`config.mk`:
```
export PLATFORM = sky130hd
export DESIGN_NAME = arith_arbiter
export DESIGN_NICKNAME = d
export VERILOG_FILES = /design/src/rtl/arith_arbiter.sv
export SDC_FILE = /design/constraint.sdc
export NUM_CORES = 1
export LEC_CHECK = 0
export CORE_ASPECT_RATIO = 1.5
export CORE_UTILIZATION = 48
export DETAILED_ROUTE_END_ITERATION = 12
export PLACE_DENSITY = 0.8
export SYNTH_ARGS = -nofsm -noshare
export SYNTH_HDL_FRONTEND = slang
export SYNTH_SLANG_ARGS = --single-unit
```
`constraint.sdc`:
```
create_clock -name clk -period 3.4 [get_ports clk]
set_input_delay 0.68 -clock clk [delete_from_list [all_inputs] [get_ports clk]]
set_output_delay 0.68 -clock clk [all_outputs]
set_load 0.01 [all_outputs]
```
`src/rtl/arith_arbiter.sv`:
```
// Round-robin arbiter sharing one registered N-bit signed add/sub/neg datapath between two requesters.
// Optional grant statistics counters are enabled by defining ARITH_ARB_STATS_EN.
module arith_arbiter #(
    parameter int N = 8
) (
    input  logic         clk,
    input  logic         rst,
    input  logic         req0_valid,
    output logic         req0_ready,
    input  logic [N-1:0] req0_a,
    input  logic [N-1:0] req0_b,
    input  logic [1:0]   req0_op,
    input  logic         req1_valid,
    output logic         req1_ready,
    input  logic [N-1:0] req1_a,
    input  logic [N-1:0] req1_b,
    input  logic [1:0]   req1_op,
    output logic         rsp_valid,
    input  logic         rsp_ready,
    output logic         rsp_id,
    output logic [N-1:0] rsp_result,
    output logic         rsp_carry,
    output logic         rsp_ovf,
    output logic         rsp_zero,
    output logic         rsp_lt,
    output logic         rsp_gt,
    output logic         rsp_eq
`ifdef ARITH_ARB_STATS_EN
    ,
    output logic [15:0]  grant_cnt0,
    output logic [15:0]  grant_cnt1
`endif
);

    typedef enum logic [1:0] {
        IDLE,
        EXEC,
        RESP
    } state_t;

    state_t       state;
    state_t       state_next;
    logic         rr_ptr;
    logic [N-1:0] a_q;
    logic [N-1:0] b_q;
    logic [1:0]   op_q;
    logic         id_q;

    logic         grant0;
    logic         grant1;
    logic         is_add;
    logic [N-1:0] x;
    logic [N-1:0] y;
    logic         cin;
    logic [N:0]   sum;
    logic         ovf;

    // Grants only in IDLE; rr_ptr breaks the tie when both requesters are valid.
    always_comb begin
        grant0 = 1'b0;
        grant1 = 1'b0;
        if (state == IDLE && !rst) begin
            if (req0_valid && (!req1_valid || !rr_ptr)) begin
                grant0 = 1'b1;
            end else if (req1_valid) begin
                grant1 = 1'b1;
            end
        end
    end

    assign req0_ready = grant0;
    assign req1_ready = grant1;

    // Overflow for NEG deliberately uses the captured A sign, like SUB.
    always_comb begin
        is_add = ~op_q[0];
        x      = (op_q == 2'b11) ? '0 : a_q;
        y      = is_add ? b_q : ~b_q;
        cin    = ~is_add;
        sum    = {1'b0, x} + {1'b0, y} + {{N{1'b0}}, cin};
        if (is_add) begin
            ovf = (a_q[N-1] == b_q[N-1]) && (sum[N-1] != a_q[N-1]);
        end else begin
            ovf = (a_q[N-1] != b_q[N-1]) && (sum[N-1] != a_q[N-1]);
        end
    end

    always_comb begin
        state_next = state;
        case (state)
            IDLE:    if (grant0 || grant1) state_next = EXEC;
            EXEC:    state_next = RESP;
            RESP:    if (rsp_ready) state_next = IDLE;
            default: state_next = IDLE;
        endcase
    end

    always_ff @(posedge clk) begin
        if (rst) begin
            state      <= IDLE;
            rr_ptr     <= 1'b0;
            a_q        <= '0;
            b_q        <= '0;
            op_q       <= 2'b00;
            id_q       <= 1'b0;
            rsp_valid  <= 1'b0;
            rsp_id     <= 1'b0;
            rsp_result <= '0;
            rsp_carry  <= 1'b0;
            rsp_ovf    <= 1'b0;
            rsp_zero   <= 1'b0;
            rsp_lt     <= 1'b0;
            rsp_gt     <= 1'b0;
            rsp_eq     <= 1'b0;
        end else begin
            state <= state_next;
            case (state)
                IDLE: begin
                    if (grant0) begin
                        a_q  <= req0_a;
                        b_q  <= req0_b;
                        op_q <= req0_op;
                        id_q <= 1'b0;
                    end else if (grant1) begin
                        a_q  <= req1_a;
                        b_q  <= req1_b;
                        op_q <= req1_op;
                        id_q <= 1'b1;
                    end
                end
                EXEC: begin
                    rsp_valid  <= 1'b1;
                    rsp_id     <= id_q;
                    rsp_result <= sum[N-1:0];
                    rsp_carry  <= sum[N];
                    rsp_ovf    <= ovf;
                    rsp_zero   <= (sum[N-1:0] == '0);
                    rsp_lt     <= ($signed(a_q) <  $signed(b_q));
                    rsp_gt     <= ($signed(a_q) >  $signed(b_q));
                    rsp_eq     <= (a_q == b_q);
                end
                RESP: begin
                    if (rsp_ready) begin
                        rsp_valid <= 1'b0;
                        rr_ptr    <= ~rsp_id;
                    end
                end
                default: ;
            endcase
        end
    end

`ifdef ARITH_ARB_STATS_EN
    // Saturating per-requester accept counters.
    always_ff @(posedge clk) begin
        if (rst) begin
            grant_cnt0 <= 16'h0000;
            grant_cnt1 <= 16'h0000;
        end else begin
            if (grant0 && grant_cnt0 != 16'hFFFF) grant_cnt0 <= grant_cnt0 + 16'd1;
            if (grant1 && grant_cnt1 != 16'hFFFF) grant_cnt1 <= grant_cnt1 + 16'd1;
        end
    end
`endif

endmodule

```
## Word-level counts from Yosys, hierarchy flattened

Index checks and enable logic that the tools add are counted.
Widths: inputs -> output; s select.

| word-level totals | value |
|---|---|
| output and inout bits | 18 |
| bits in registers | 38 |
| word-level logic and storage cells | 68 |

| cells by class | value |
|---|---|
| bitwise operators | 2 |
| $add $sub $neg | 2 |
| reduce and logical (&&, ||, !) cells | 17 |
| equal/unequal tests | 9 |
| magnitude comparators | 2 |
| mux-type cells | 21 |

Operator list:

| operator | number |
|---|---|
| $mux 8 | 6 |
| $add 8x8->9 | 1 |
| $add 9x1->9 | 1 |
| $mux 1 | 9 |
| $eq 8x8->1 | 1 |
| $gt 8x8->1 | 1 |
| $logic_not 8->1 | 1 |
| $lt 8x8->1 | 1 |
| $mux 2 | 4 |
| $not 8->8 | 1 |
| $reduce_and 2->1 | 4 |
| $pmux 2 s3 | 1 |
| $eq 2x2->1 const B | 2 |
| $logic_and 1x1->1 | 4 |
| $reduce_bool 2->1 | 2 |
| $logic_not 1->1 | 3 |
| $eq 2x1->1 const B | 1 |
| $logic_not 2->1 | 1 |
| $logic_or 1x1->1 | 2 |
| $ne 1x1->1 | 2 |
| $ne 2x1->1 const B | 1 |
| $ne 2x2->1 const B | 1 |
| $pmux 1 s2 | 1 |
| $eq 1x1->1 | 1 |
| $not 1->1 | 1 |

## Logic depth before layout (Yosys ltp)

| logic depth | value |
|---|---|
| word-level depth | 8 |
| mapped depth | 10 |
| depth with buffers taken out | 9 |

## Least setup slack after synthesis

No wires, ideal clock.

| timing | value |
|---|---|
| path type | register to register |
| start point | register op_q[0] |
| end point | register rsp_zero |
| slack | 0.375 ns |
| period minus slack after synthesis | 3.025 ns |
| library setup time | 0.084 ns |
| data arrival time | 2.941 ns |
| stages on the path, launching flop included | 11 |
| cells stage by stage | dfxtp_1 buf_1 nand2_1 and2_1 fa_1 a21o_1 a221o_1 a21oi_2 xnor2_1 or4_1 o31ai_2 |

| between the ends | value |
|---|---|
| cells in the longest elaborated chain, start to end | 5 |
| elaborated cells between the ends (all ways) | 6 |

RTL lines:

| element | RTL line | RTL |
|---|---|---|
| from (decl) | 46 | `logic [1:0] op_q;` |
| from (signal assigned) | 122 | `op_q <= req0_op;` |
| from (signal assigned) | 127 | `op_q <= req1_op;` |
| $eq 2x2->1 | 77 | `x = (op_q == 2'b11) ? '0 : a_q;` |
| $mux 8 | 77 |  |
| $add 8x8->9 | 80 | `sum = {1'b0, x} + {1'b0, y} + {{N{1'b0}}, cin};` |
| $add 9x1->9 (*) | 80 |  |
| $logic_not 8->1 (*) | 137 | `rsp_zero <= (sum[N-1:0] == '0);` |
| to (signal assigned) | 137 |  |
| to (decl) | 24 | `output logic rsp_zero,` |

Mark *: on every way between the ends. The rest lies on a longest branch, timed or not.
A chain may end at the register's enable or synchronous reset.

## Worst setup path after layout

| timing | value |
|---|---|
| start point | register b_q[0] |
| end point | register rsp_zero |

| between the ends | value |
|---|---|
| cells in the longest elaborated chain, start to end | 5 |

RTL lines:

| element | RTL line | RTL |
|---|---|---|
| from (decl) | 45 | `logic [N-1:0] b_q;` |
| from (signal assigned) | 121 | `b_q <= req0_b;` |
| from (signal assigned) | 126 | `b_q <= req1_b;` |
| $not 8->8 | 78 | `y = is_add ? b_q : ~b_q;` |
| $mux 8 (*) | 78 |  |
| $add 8x8->9 (*) | 80 |  |
| $add 9x1->9 (*) | 80 |  |
| $logic_not 8->1 (*) | 137 |  |

Marks and branches as above.

==> run metrics <==
gr usage total 0.210; Routed Antenna Nets 0; Setup crit start kind flop; Setup TNS 0 ns; Req. time, crit path 3.61 ns; Top FF cell, synth dfxtp_1; DR vias 2033; outcome complete, but fails checks; pwr/cell area 438 nW/µm²; # DRC 8; grt ovf 0; Setup Crit Path Kind reg -> reg; nets 383; H-tree levels 2; Arr. time, crit path 3.01 ns; Finished Cell Area 2890 µm²; n_diodes 0; Detailed Place HPWL 3.73 mm; largest net degree at the start of global routing 39; drt wl/cell 12.8 µm; Slew @ Worst Pin 0.705 ns; Worst Hold Class reg -> reg; reg2reg start b_q[0]$_SDFFE_PP0P_; Skew-Pair Late Insertion Delay 0.29 ns; Simple-Gate Fraction of Synth Area 0.239; Max Clock Freq 358 MHz; DIE HEIGHT 84.3 µm; multiplexer share of the synthesized area 0.00519; Core Area 4280 µm²; syn_nets 328; Worst-path clk slew 0.07 ns; Max clock buf depth 2; Final Skew 0.00385 ns; Synth Cell Area 2170 µm²; hold_buf cts 0; crit end category flop; Synth Warn # 0; fraction of registers with async set/reset 0; share of the yosys chip area belonging to registers 0.351; First DRT Iteration DRCs 54; Synth Area in XOR/XNOR 0.0687; final worst path period share 0.822; Final Critical Period 2.79 ns; final count of negative-setup-slack endpoints 0; Post-synth EDFFs 0; IO Port Bufs 58; clk root buf clkbuf_8; main combinational cell family by area after synthesis simple AND/OR/NAND/NOR gates; Avg Cell Area, Syn 8.00 µm²; RSZ-0062 raised after global routing false; hold_sp rsp_result[7]$_SDFFE_PP0P_; Starting Density 0.506; dpl cell area 2790 µm²; VDD IR-drop max 0.317 mV; post-CTS setup buffers 0; TritonCTS buffer count 5; drt total wl 4.78 mm; adder-cell share of the synthesized area 0.0958; GPL Wtd Cong 0.875; violated checks DRC; Syn-to-layout area delta 33.1%; fin. max-slew vios 0; area fraction in compound gates after synthesis 0.192; synth unique cells 42; 1st-pass router iterations 8; number of global-route vias before repair 1819; share of cells above drive strength 1 0.0673; width of the die 56.9 µm; CP startpoint b_q[0]$_SDFFE_PP0P_; initial antenna violation count 0; post-cts sizing count 0; Final Hold Vio Count 0; full die area 4800 µm²; IO Pins 59; commonest non-fill, non-tap cell in the layout clkdlybuf4s50_1; commonest non-fill, non-tap cells in the layout clkdlybuf4s50_1, nand2_1, dfxtp_1; Max-Cap Viols 0; Sink Count 38; CTS tree yes; global-route wire length before repair 7.95 mm; leak pwr 1.17 nW; DR vias/cell 5.45; num rows 29; relative slew slack 0.529; Mapped Cells 271; #FFs+latches synth 38; CP Max Fanout 6
## metrics by stage
step	util	worst slack [ns]	cells	total power, W	hold slack (ns)
floorplan	-	0.375	271	0.000798	0.432
CTS	0.674	0.603	373	0.00127	0.456
detailed placement	0.652	0.616	365	0.000952	0.446
finish	0.674	0.606	373	0.00126	0.452
global route	0.674	0.451	373	0.00134	0.474
global placement	0.652	0.605	365	0.000944	0.441
## power breakdown
part / switching (W) / internal, W / leakage [nW]
Combinational: 0.000204 / 0.000212 / 0.814
Clock: 0.000159 / 0.000163 / 0.0472
Sequential: 0.0000345 / 0.000492 / 0.312
Total: 0.000397 / 0.000867 / 1.17
## sequential cells by signal (all words and copies together) (netlist names)
| name | cells |
|---|---|
| a_q | 8 |
| b_q | 8 |
| rsp_result | 8 |
| op_q | 2 |
| state | 2 |
| id_q | 1 |
| rr_ptr | 1 |
| rsp_carry | 1 |
| rsp_eq | 1 |
| rsp_gt | 1 |
| rsp_id | 1 |
| rsp_lt | 1 |
| rsp_ovf | 1 |
| rsp_valid | 1 |
| rsp_zero | 1 |
## synth_stat cells, drive strengths merged (4+ instances only)
library cell	number	area [µm²]
nand3	4	20.0
dfxtp	38	761
o21ai	6	30.0
inv	12	45.0
nor2	30	113
nand2	57	214
xor2	11	96.3
ha	15	188
xnor2	6	52.6
a311oi	18	158
a21oi	16	83.8
and2	9	56.3
clkbuf	13	48.8
## metal layers
layer,track usage,vias to the layer above,share of wire
li1,-,1039,-
met1,0.233,931,0.42
met2,0.393,51,0.52
met3,0.0231,12,0.031
met4,0.0953,0,0.026
met5,0,-,0
## logic make-up (layout without fill, tap and decap cells)
| family | count (synthesis) | after routing |
|---|---|---|
| multiplexers | 1 | 1 |
| buffers and inverters | 28 | 84 |
| AND/OR/NAND/NOR | 116 | 116 |
| XOR/XNOR | 17 | 17 |
| AO/OA/AOI/OAI | 55 | 55 |
| flip-flops | 38 | 38 |
| adder cells (fa/ha/maj) | 16 | 16 |
## final cells by class
| cell class | instances | area, µm² |
|---|---|---|
| Inverter | 12 | 45.0 |
| Clock buffer | 6 | 82.6 |
| Multi-Input combinational cell | 205 | 1300 |
| Fill cell | 393 | 1400 |
| Tap cell | 46 | 57.6 |
| Clock inverter | 2 | 12.5 |
| Sequential cell | 38 | 761 |
| Timing Repair Buffer | 64 | 626 |
## critical path, stage by stage, from the launching register on
cell and delay [ns]:
dfxtp_1 0.44, mux2_2 0.37, fa_1 0.40, a21o_1 0.20, a221o_1 0.31, a21oi_2 0.16, xnor2_1 0.09, or4_1 0.56
o31ai_2 0.18
## path summary, 6_finish.rpt
check | endpoint | slack (ns) | cells past startpoint
max | rsp_zero$_SDFFE_PP0P_ | 0.61 | 8
min | rsp_result[7]$_SDFFE_PP0P_ | 0.45 | 2
max reg2reg | rsp_zero$_SDFFE_PP0P_ | 0.61 | 8
min reg2reg | rsp_result[7]$_SDFFE_PP0P_ | 0.45 | 2
(Power assumes the default switching activity.)
